[src/rtl/enigma_pkg.sv]
// Shared definitions for the Enigma rotor sequencer.
// Holds the alphabet size, letter width, FSM state encoding, the historical
// rotor notch positions and small helpers for position arithmetic.
package enigma_pkg;

  localparam int ALPHA_SIZE = 26;
  localparam int LETTER_W   = 5;

  // Turnover notches of the classic rotors I, II and III (Q, E, V).
  localparam int NOTCH_I    = 16;
  localparam int NOTCH_II   = 4;
  localparam int NOTCH_III  = 21;

  typedef logic [LETTER_W-1:0] letter_t;

  typedef enum logic [1:0] {
    IDLE = 2'd0,
    STEP = 2'd1,
    CORE = 2'd2,
    HOLD = 2'd3
  } state_t;

  localparam letter_t LAST_LETTER = letter_t'(ALPHA_SIZE - 1);

  // Advance a rotor position by one, wrapping Z back to A.
  function automatic letter_t wrap_inc(input letter_t pos);
    return (pos == LAST_LETTER) ? '0 : pos + letter_t'(1);
  endfunction

  // Out-of-alphabet start positions are forced to A.
  function automatic letter_t sanitize(input letter_t pos);
    return (pos > LAST_LETTER) ? '0 : pos;
  endfunction

endpackage

[src/rtl/enigma_rotor_sequencer_if.sv]
// Letter stream interface of the rotor sequencer.
//   in_valid / in_ready / in_letter    : plaintext letter handshake
//   out_valid / out_ready / out_letter : ciphertext letter handshake
// Modport master is the environment (letter source and sink); modport slave
// is the sequencer.
interface enigma_rotor_sequencer_if;
  import enigma_pkg::*;

  logic    in_valid;
  logic    in_ready;
  letter_t in_letter;
  logic    out_valid;
  logic    out_ready;
  letter_t out_letter;

  modport master (
    output in_valid, in_letter, out_ready,
    input  in_ready, out_valid, out_letter
  );

  modport slave (
    input  in_valid, in_letter, out_ready,
    output in_ready, out_valid, out_letter
  );

endinterface

[src/rtl/enigma_rotor_stepper.sv]
// Combinational rotor stepping: maps current (l, m, r) positions and the
// right/middle notch positions to the positions after one key press.
//   pos_l/m/r   : current rotor positions, 0..25
//   notch_r     : right rotor position that carries into the middle rotor
//   notch_m     : middle rotor position that carries into the left rotor
//   next_l/m/r  : stepped positions
// All decisions look at the pre-step positions. The middle rotor also moves
// when it sits on its own notch, which produces the Enigma double-step.
module enigma_rotor_stepper
  import enigma_pkg::*;
(
  input  letter_t pos_l,
  input  letter_t pos_m,
  input  letter_t pos_r,
  input  letter_t notch_r,
  input  letter_t notch_m,
  output letter_t next_l,
  output letter_t next_m,
  output letter_t next_r
);

  logic carry_r;
  logic carry_m;

  assign carry_r = (pos_r == notch_r);
  assign carry_m = (pos_m == notch_m);

  assign next_r = wrap_inc(pos_r);
  assign next_m = (carry_r || carry_m) ? wrap_inc(pos_m) : pos_m;
  assign next_l = carry_m ? wrap_inc(pos_l) : pos_l;

endmodule

[src/rtl/enigma_rotor_sequencer.sv]
// Rotor sequencer around a combinational Enigma cipher core.
//   clk, rst           : clock and asynchronous active-low reset
//   cfg_load, cfg_pos_*: rotor start position load, honoured in IDLE only
//   bus (slave)        : plaintext in / ciphertext out handshakes
//   core_letter/pos_*  : letter and rotor positions driven to the core
//   core_result        : ciphertext returned combinationally by the core
//   err                : one-cycle pulse when an out-of-range letter is dropped
//   char_count         : number of letters enciphered (wrapping)
// One letter walks IDLE -> STEP -> CORE -> HOLD; the rotors step before the
// letter is presented to the core, as on the real machine.
module enigma_rotor_sequencer
  import enigma_pkg::*;
#(
  parameter int NOTCH_R = NOTCH_III,
  parameter int NOTCH_M = NOTCH_II,
  parameter int CNT_W   = 16
) (
  input  logic                       clk,
  input  logic                       rst,
  input  logic                       cfg_load,
  input  letter_t                    cfg_pos_l,
  input  letter_t                    cfg_pos_m,
  input  letter_t                    cfg_pos_r,
  enigma_rotor_sequencer_if.slave    bus,
  output letter_t                    core_letter,
  output letter_t                    core_pos_l,
  output letter_t                    core_pos_m,
  output letter_t                    core_pos_r,
  input  letter_t                    core_result,
  output logic                       err,
  output logic [CNT_W-1:0]           char_count
);

  state_t             state_reg, state_next;
  letter_t            pos_l_reg, pos_l_next;
  letter_t            pos_m_reg, pos_m_next;
  letter_t            pos_r_reg, pos_r_next;
  letter_t            letter_reg, letter_next;
  letter_t            out_letter_reg, out_letter_next;
  logic               err_reg, err_next;
  logic [CNT_W-1:0]   cnt_reg, cnt_next;

  letter_t            step_l, step_m, step_r;

  enigma_rotor_stepper u_stepper (
    .pos_l   (pos_l_reg),
    .pos_m   (pos_m_reg),
    .pos_r   (pos_r_reg),
    .notch_r (letter_t'(NOTCH_R)),
    .notch_m (letter_t'(NOTCH_M)),
    .next_l  (step_l),
    .next_m  (step_m),
    .next_r  (step_r)
  );

  always_ff @(posedge clk or negedge rst) begin
    if (!rst) begin
      state_reg      <= IDLE;
      pos_l_reg      <= '0;
      pos_m_reg      <= '0;
      pos_r_reg      <= '0;
      letter_reg     <= '0;
      out_letter_reg <= '0;
      err_reg        <= 1'b0;
      cnt_reg        <= '0;
    end else begin
      state_reg      <= state_next;
      pos_l_reg      <= pos_l_next;
      pos_m_reg      <= pos_m_next;
      pos_r_reg      <= pos_r_next;
      letter_reg     <= letter_next;
      out_letter_reg <= out_letter_next;
      err_reg        <= err_next;
      cnt_reg        <= cnt_next;
    end
  end

  always_comb begin
    state_next      = state_reg;
    pos_l_next      = pos_l_reg;
    pos_m_next      = pos_m_reg;
    pos_r_next      = pos_r_reg;
    letter_next     = letter_reg;
    out_letter_next = out_letter_reg;
    err_next        = 1'b0;
    cnt_next        = cnt_reg;

    case (state_reg)
      IDLE: begin
        // Configuration takes priority; the letter is not consumed then.
        if (cfg_load) begin
          pos_l_next = sanitize(cfg_pos_l);
          pos_m_next = sanitize(cfg_pos_m);
          pos_r_next = sanitize(cfg_pos_r);
        end else if (bus.in_valid) begin
          if (bus.in_letter <= LAST_LETTER) begin
            letter_next = bus.in_letter;
            state_next  = STEP;
          end else begin
            // Invalid letters are swallowed so the source is never stuck.
            err_next = 1'b1;
          end
        end
      end
      STEP: begin
        pos_l_next = step_l;
        pos_m_next = step_m;
        pos_r_next = step_r;
        state_next = CORE;
      end
      CORE: begin
        out_letter_next = core_result;
        cnt_next        = cnt_reg + CNT_W'(1);
        state_next      = HOLD;
      end
      HOLD: begin
        if (bus.out_ready) begin
          state_next = IDLE;
        end
      end
      default: state_next = IDLE;
    endcase
  end

  assign bus.in_ready   = (state_reg == IDLE) && !cfg_load;
  assign bus.out_valid  = (state_reg == HOLD);
  assign bus.out_letter = out_letter_reg;

  assign core_letter = letter_reg;
  assign core_pos_l  = pos_l_reg;
  assign core_pos_m  = pos_m_reg;
  assign core_pos_r  = pos_r_reg;

  assign err        = err_reg;
  assign char_count = cnt_reg;

endmodule

[src/flat_wrapper.sv]
// flat-port wrapper written by rule: the top's interface ports become plain ports
module enigma_rotor_sequencer_flat import enigma_pkg::*;
#(
  parameter int NOTCH_R = NOTCH_III,
  parameter int NOTCH_M = NOTCH_II,
  parameter int CNT_W   = 16
)
  (clk, rst, cfg_load, cfg_pos_l, cfg_pos_m, cfg_pos_r, core_letter, core_pos_l, core_pos_m, core_pos_r, core_result, err, char_count, bus_in_valid, bus_in_letter, bus_out_ready, bus_in_ready, bus_out_valid, bus_out_letter);
  enigma_rotor_sequencer_if bus_i ();
  input  logic clk;
  input  logic rst;
  input  logic cfg_load;
  input  letter_t cfg_pos_l;
  input  letter_t cfg_pos_m;
  input  letter_t cfg_pos_r;
  output letter_t core_letter;
  output letter_t core_pos_l;
  output letter_t core_pos_m;
  output letter_t core_pos_r;
  input  letter_t core_result;
  output logic err;
  output logic [CNT_W-1:0] char_count;
  input wire logic [$bits(bus_i.in_valid)-1:0] bus_in_valid;
  input wire logic [$bits(bus_i.in_letter)-1:0] bus_in_letter;
  input wire logic [$bits(bus_i.out_ready)-1:0] bus_out_ready;
  output wire logic [$bits(bus_i.in_ready)-1:0] bus_in_ready;
  output wire logic [$bits(bus_i.out_valid)-1:0] bus_out_valid;
  output wire logic [$bits(bus_i.out_letter)-1:0] bus_out_letter;
  assign bus_i.in_valid = bus_in_valid;
  assign bus_i.in_letter = bus_in_letter;
  assign bus_i.out_ready = bus_out_ready;
  assign bus_in_ready = bus_i.in_ready;
  assign bus_out_valid = bus_i.out_valid;
  assign bus_out_letter = bus_i.out_letter;
  enigma_rotor_sequencer #(.NOTCH_R(NOTCH_R), .NOTCH_M(NOTCH_M), .CNT_W(CNT_W)) u_core (.clk(clk), .rst(rst), .cfg_load(cfg_load), .cfg_pos_l(cfg_pos_l), .cfg_pos_m(cfg_pos_m), .cfg_pos_r(cfg_pos_r), .bus(bus_i), .core_letter(core_letter), .core_pos_l(core_pos_l), .core_pos_m(core_pos_m), .core_pos_r(core_pos_r), .core_result(core_result), .err(err), .char_count(char_count));
endmodule
[config.mk]
export PLATFORM = sky130hd
export DESIGN_NAME = enigma_rotor_sequencer_flat
export DESIGN_NICKNAME = d
export VERILOG_FILES = /design/src/rtl/enigma_pkg.sv /design/src/rtl/enigma_rotor_sequencer_if.sv /design/src/rtl/enigma_rotor_stepper.sv /design/src/rtl/enigma_rotor_sequencer.sv /design/src/flat_wrapper.sv
export SDC_FILE = /design/constraint.sdc
export NUM_CORES = 1
export LEC_CHECK = 0
export ABC_AREA = 1
export CAP_MARGIN = 40
export CORE_ASPECT_RATIO = 0.6
export CORE_MARGIN = 10
export CORE_UTILIZATION = 40
export DETAILED_ROUTE_END_ITERATION = 8
export PLACE_DENSITY = 0.71
export SYNTH_ARGS = -nofsm -noshare
export SYNTH_HDL_FRONTEND = slang
export SYNTH_HIERARCHICAL = 1
export SYNTH_SLANG_ARGS = --single-unit
[constraint.sdc]
create_clock -name clk -period 4.76 [get_ports clk]
set_clock_uncertainty 0.2 [all_clocks]
set_input_delay 0.476 -clock clk [delete_from_list [all_inputs] [get_ports clk]]
set_output_delay 0.476 -clock clk [all_outputs]
set_load 0.02 [all_outputs]
# Word level (Yosys, flattened, before mapping)
# Index checks and enable logic that the tools add are counted.
dict set report classes {
  n_reduce_logical 10
  bitwise 1
  multipliers 0
  div 0
  shifts 0
  magnitude_cmp 4
  add_sub_neg 4
  n_eq_ne 15
  muxes 23
}
# cell count
set op_table {}
lappend op_table {{$mux W5} 11}
lappend op_table {{$pmux W5 S2} 3}
lappend op_table {{$eq A5 B5 Y1 const B} 4}
lappend op_table {{$add A16 B1 Y16 const B} 1}
lappend op_table {{$add A5 B1 Y5 const B} 3}
lappend op_table {{$gt A5 B5 Y1 const B} 3}
lappend op_table {{$ne A2 B2 Y1 const B} 6}
lappend op_table {{$mux W2} 4}
lappend op_table {{$pmux W2 S4} 1}
lappend op_table {{$reduce_and A4 Y1} 2}
lappend op_table {{$reduce_and A3 Y1} 2}
lappend op_table {{$eq A5 B3 Y1 const B} 1}
lappend op_table {{$le A5 B5 Y1 const B} 1}
lappend op_table {{$eq A2 B2 Y1 const B} 2}
lappend op_table {{$mux W1} 4}
lappend op_table {{$eq A2 B1 Y1 const B} 1}
lappend op_table {{$logic_not A2 Y1} 1}
lappend op_table {{$ne A2 B1 Y1 const B} 1}
lappend op_table {{$reduce_and A2 Y1} 1}
lappend op_table {{$reduce_bool A2 Y1} 1}
lappend op_table {{$logic_and A1 B1 Y1} 1}
lappend op_table {{$logic_not A1 Y1} 1}
lappend op_table {{$logic_or A1 B1 Y1} 1}
lappend op_table {{$not A1 Y1} 1}
dict set report word_totals {
  word_cells 65
  mem_count 0
  out_inout_bits 44
  ram_bits 0
  mem_bits_ro 0
  latchBits 0
  reg_bits 44
}

# Depth between registers and ports, before layout
dict set report logic_depth {
  word_depth 5
  ltp_mapped 10
  mapped_depth_nobuf 10
}

# Cells and area by module
# The synthesis kept the hierarchy.
# module area_per_inst_um2 n_inst cells_per_inst
set by_module_without_submodules {}
lappend by_module_without_submodules {enigma_rotor_sequencer 2247.2 1 273}
lappend by_module_without_submodules {enigma_rotor_stepper 660.6 1 124}

# Least setup slack after synthesis
# No wires, ideal clock.
dict set report synth_path {
  path_kind {reg2reg}
  from {register u_core.pos_l_reg[1], in the netlist u_core/core_pos_l[1]}
  to {register u_core.pos_l_reg[1], in the netlist u_core/core_pos_l[1]}
  required_ns 4.483
  slack_ns 2.973
  stages_incl_launch_ff 9
  t_arrival_ns 1.509
  synth_period_minus_slack_ns 1.787
  path_cell_list {dfrtp_1 inv_1 ha_1 nand4_1 inv_1 or2_2 o21ai_2 a21oi_1 a21oi_1}
}
dict set report synth_via {
  elab_chain_len 4
  elab_cells_between_ends 5
  cone_classes {add/sub (1); eq/ne (1); mux (3)}
}
# item line
set synth_rtl {}
lappend synth_rtl {{start: declaration} enigma_rotor_sequencer.sv:35} ;# letter_t pos_l_reg, pos_l_next;
lappend synth_rtl {{start signal: assignment} enigma_rotor_sequencer.sv:68} ;# pos_l_reg <= pos_l_next;
lappend synth_rtl {{$add A5 B1 Y5 or $eq A5 B5 Y1 (tied branches)} enigma_pkg.sv:27} ;# return (pos == LAST_LETTER) ? '0 : pos + letter_t'(1);
lappend synth_rtl {{$mux W5 (*)} enigma_pkg.sv:27}
lappend synth_rtl {{$mux W5 (*)} enigma_rotor_stepper.sv:30} ;# assign next_l = carry_m ? wrap_inc(pos_l) : pos_l;
lappend synth_rtl {{named net u_core.step_l[1]} enigma_rotor_sequencer.sv:43} ;# letter_t step_l, step_m, step_r;
lappend synth_rtl {{$pmux W5 S2 (*)} enigma_rotor_sequencer.sv:88} ;# case (state_reg)
# The timed path passes the listed nets; every way through them passes the cells marked *. The select of a mux whose other input is x is not followed.
# A chain may end at the register's enable or synchronous reset.

# Final worst setup path
dict set report layout_path {
  from {register u_core.state_reg[0]}
  to {output port bus_in_ready}
}
dict set report layout_via {
  elab_chain_len 2
}
# item line
set layout_rtl {}
lappend layout_rtl {{start: declaration} enigma_rotor_sequencer.sv:34} ;# state_t state_reg, state_next;
lappend layout_rtl {{start signal: assignment} enigma_rotor_sequencer.sv:67} ;# state_reg <= state_next;
lappend layout_rtl {{$logic_not A2 Y1} enigma_rotor_sequencer.sv:125} ;# assign bus.in_ready = (state_reg == IDLE) && !cfg_load;
lappend layout_rtl {{$logic_and A1 B1 Y1} enigma_rotor_sequencer.sv:125}
lappend layout_rtl {{end: declaration} flat_wrapper.sv:26} ;# output wire logic [$bits(bus_i.in_ready)-1:0] bus_in_ready;
# Every way passes these cells.

==> results.txt <==
----------------------------------------------------
[Clock network]
  TritonCTS clock tree ... built
  Maximum count of clock buffers along a single path ... 2
  H-tree levels ... 2
  Number of CTS-inserted buffers ... 5
  Clock Pin Slew Worst Setup and Hold Paths ... around 0.060 ns
  Post-CTS repair timing setup buffer count ... 0
  Clock latency of the later-clocked register in the worst-skew pair ... 0.28 ns
  Clock Sinks ... 44
  CTS Root Buffer Type ... sky130_fd_sc_hd__clkbuf_16

[Yosys]
  Share of the synthesized area in the top cell type ... 37.9%
  Most common library cells after synthesis ... 99 x sky130_fd_sc_hd__nand2_1, 51 x sky130_fd_sc_hd__nor2_1, 50 x sky130_fd_sc_hd__inv_1
  Cell variety after synth ... 28
  Leading cell types by total area after synthesis ... sky130_fd_sc_hd__dfrtp_1 38%, sky130_fd_sc_hd__nand2_1 13%, sky130_fd_sc_hd__nor2_1 6.6%
  Average instance area after synthesis ... 7.32 µm²
  FFs w/ async S/R, synth ... 100%
  Post-synthesis cell count ... approximately 400
  Synthesis-stage register bit count ... 44
  Post-synth top flop ... sky130_fd_sc_hd__dfrtp_1
  Warning count from the yosys run ... 6
  Netlist area before placement ... 0.00291 mm²
  Top-count cell post-synth ... sky130_fd_sc_hd__nand2_1
  Number of enable-type register cells in the synthesized netlist ... 0
  Yosys top cell by area ... sky130_fd_sc_hd__dfrtp_1
  Proportion of synthesized chip area in sequential cells ... 37.9%

[Floorplan]
  Initial cell density of the core ... about 42%
  Die boundary height ... 86.0 µm
  Std-Cell Core Area ... 0.00688 mm²
  Die area ... 0.0112 mm²
  Number of rows created at floorplan ... 23
  Die Width ... 130 µm
  Number of top-level pins ... 74

[GRT]
  Via count of the first global-routing pass ... roughly 2500
  First-pass GRT wire length ... between 10000 and 15000 µm
  Antenna violations before repair ... 0
  Overall Global Routing Usage ... 13.0%
  Pin count of the biggest net entering global routing ... 35
  Overflow left after global routing ... 0

[STA]
  Min Clock Period, post-route ... 2.61 ns
  Transition at the pin with the smallest max-transition slack ... 0.683 ns
  Unrepaired setup endpoints after global routing ... false
  Final period util ... 54.9%
  Final hold violation count ... 0
  Normalized max-slew margin ... 54.5%
  Number of endpoints failing setup at the final stage ... 0
  Final Max Tran Viols ... 0
  Setup ws final ... 2.15 ns
  Hold Worst Slack ... 0.272 ns
  Achievable frequency ... 383 MHz
  TNS Setup ... 0 ns

[Layout]
  Area Overhead vs Synth ... 35.1%
  Fill cell count ... around 640
  Number of nets at the end of the flow ... 531
  Ant. Diodes ... 0
  Layout cell share with drive strength beyond 1 ... roughly 9%
  Max reg flops ... 16
  Non-Filler Cell Area, Final ... 0.00393 mm²
  Utilization of the core after routing ... between 50 and 60%

[Power and ir drop]
  Maximum ir drop on the vdd rail ... 257 µV
  Power per standard cell area ... 618 mW/mm²
  Leakage Power ... 1.99 nW

[Worst setup path]
  Setup crit start ... u_core/state_reg[0]$_DFFE_PN0P_
  Critical Path Source Type ... flop
  Kind of capture point of the worst setup path ... primary output
  Capturing point of the worst reg2reg path ... u_core/core_pos_r[1]$_DFFE_PN0P_
  Maximum net fanout on the critical path ... 5
  Depth of the most critical reg-to-reg path ... 6
  Launch instance of the worst register-to-register path ... u_core/state_reg[1]$_DFFE_PN0P_
  Arrival time of data at the critical path endpoint ... 1.94 ns
  Classification of the worst setup path ... reg -> out
  CP Data Required Time ... 4.08 ns
  FF-to-FF setup slack ... 2.53 ns

[Routing]
  Detailed-route vias per instance ... 4.62
  Number of remaining DRC errors ... 0
  Vias after detailed routing ... 2667
  Final Routed Wirelength ... between 7000 and 8000 µm
  Wirelength per Cell ... 12.8 µm
  Initial DRT Pass Iterations ... 4
  Final antenna-violating net count ... 0
  Starting DRC count in detailed routing ... around 200

[Worst hold path]
  Hold Path Origin ... u_core/bus.out_letter[3]$_DFFE_PN0P_
  Hold EP ... u_core/bus.out_letter[3]$_DFFE_PN0P_
  Cell depth of the worst hold path ... 2
  Worst hold path type ... reg -> reg

[Placement]
  Number of buffer cells added on primary ports ... 73
  Final GP Congestion ... 0.821
  Cell Area, Placed ... approximately 0.0038 mm²
  Setup WS pre-CTS ... 2.30 ns
  Placed wire-length estimate ... 5850 µm

[Outcome]
  Run status ... finished, final reports clean

[Job]
  Number of max-cap violations ... 0

----------------------------------------------------
==> how the worst max path moves through the flow <==
stage | to | slack [ns] | depth (start not counted)
after floorplan | u_core/core_pos_l[1]$_DFFE_PN0P_ | 2.97 | 8
after global placement | bus_in_ready | 2.29 | 5
after CTS | bus_in_ready | 2.13 | 5
final | bus_in_ready | 2.15 | 5
after detailed placement | bus_in_ready | 2.30 | 5
after global routing | bus_in_ready | 1.97 | 5
==> worst max-delay path, stage by stage (launching register included) <==
cell	delay (ns)
sky130_fd_sc_hd__dfrtp_1	0.41
sky130_fd_sc_hd__inv_1	0.12
sky130_fd_sc_hd__ha_1	0.27
sky130_fd_sc_hd__nand2_1	0.14
sky130_fd_sc_hd__inv_1	0.10
sky130_fd_sc_hd__clkdlybuf4s50_1	0.62
==> repair_timing <==
item | CTS | global route
endpoints found under the hold margin | 10 | 0
resized for setup | 0 | 0
setup endpoints to repair | 0 | 0
hold buffers | 1 | 0
==> cell type report <==
cell class,instances,area [µm²],share of cell area (%)
flip-flops and latches,44,1100,28.0
repair buffers,76,771,19.6
well taps,87,109,2.77
clock inverters,3,18.8,0.478
clock buffers,5,125,3.18
inverters,56,210,5.35
multi-input cells,306,1590,40.6
==> metrics by stage <==
step / cells / total power [mW]
floorplan: 413 / 1.63
detailed placement: 568 / 2.10
global route: 577 / 2.65
finish: 577 / 2.43
global placement: 566 / 2.05
CTS: 577 / 2.45
==> layer usage <==
layer  vias to the layer above  track usage [%]  share of wire [%]
met5                         -                0                  0
met4                         0             3.05               0.42
met3                         2             4.55                8.8
met2                        81             18.5                 41
met1                      1176             18.1                 50
li1                       1408                -                  -
==> cells by family (layout without fill, tap and decap cells) <==
group                      after synthesis  count (layout)  synth area share [%]
AOI/OAI and AO/OA                       49              49                  9.34
xor gates and xnor gates                19              19                  5.72
adders and majority gates               12              12                  5.16
buffers and inverters                   63             140                  9.38
DFF                                     44              44                  37.9
other                                    2              18                 0.258
and+or+nand+nor                        208             208                  32.3
==> power by group <==
group          switching [mW]  internal (mW)  total [mW]
clock                   0.141          0.193       0.335
sequential              0.197          0.520       0.717
combinational           0.777          0.600        1.38
total                    1.12           1.31        2.43
==> cells in the final DEF, fill, tap and decap left out, types with 2 or more instances in the layout <==
cell type	Yosys	layout
sky130_fd_sc_hd__clkdlybuf4s50_1	0	72
sky130_fd_sc_hd__ha_1	12	12
sky130_fd_sc_hd__dfrtp_1	44	44
sky130_fd_sc_hd__or2_2	6	6
sky130_fd_sc_hd__nand2_1	99	99
sky130_fd_sc_hd__nand2_2	7	7
sky130_fd_sc_hd__nor3_1	3	3
sky130_fd_sc_hd__xnor2_1	8	8
sky130_fd_sc_hd__nand4_1	6	6
sky130_fd_sc_hd__nor2_1	51	51
sky130_fd_sc_hd__clkbuf_16	0	5
sky130_fd_sc_hd__inv_1	50	50
sky130_fd_sc_hd__nand3_2	2	2
sky130_fd_sc_hd__nor2_2	2	2
sky130_fd_sc_hd__o21ai_0	9	9
sky130_fd_sc_hd__a21oi_1	32	32
sky130_fd_sc_hd__nand3_1	24	24
sky130_fd_sc_hd__inv_2	5	5
sky130_fd_sc_hd__clkinv_2	0	2
sky130_fd_sc_hd__o211ai_1	3	3
sky130_fd_sc_hd__xor2_1	11	11
sky130_fd_sc_hd__nand3b_1	2	2
sky130_fd_sc_hd__nor2_4	4	4
sky130_fd_sc_hd__conb_1	2	18
sky130_fd_sc_hd__o21ai_2	5	5
No activity file was read; power rests on OpenSTA's default activity.
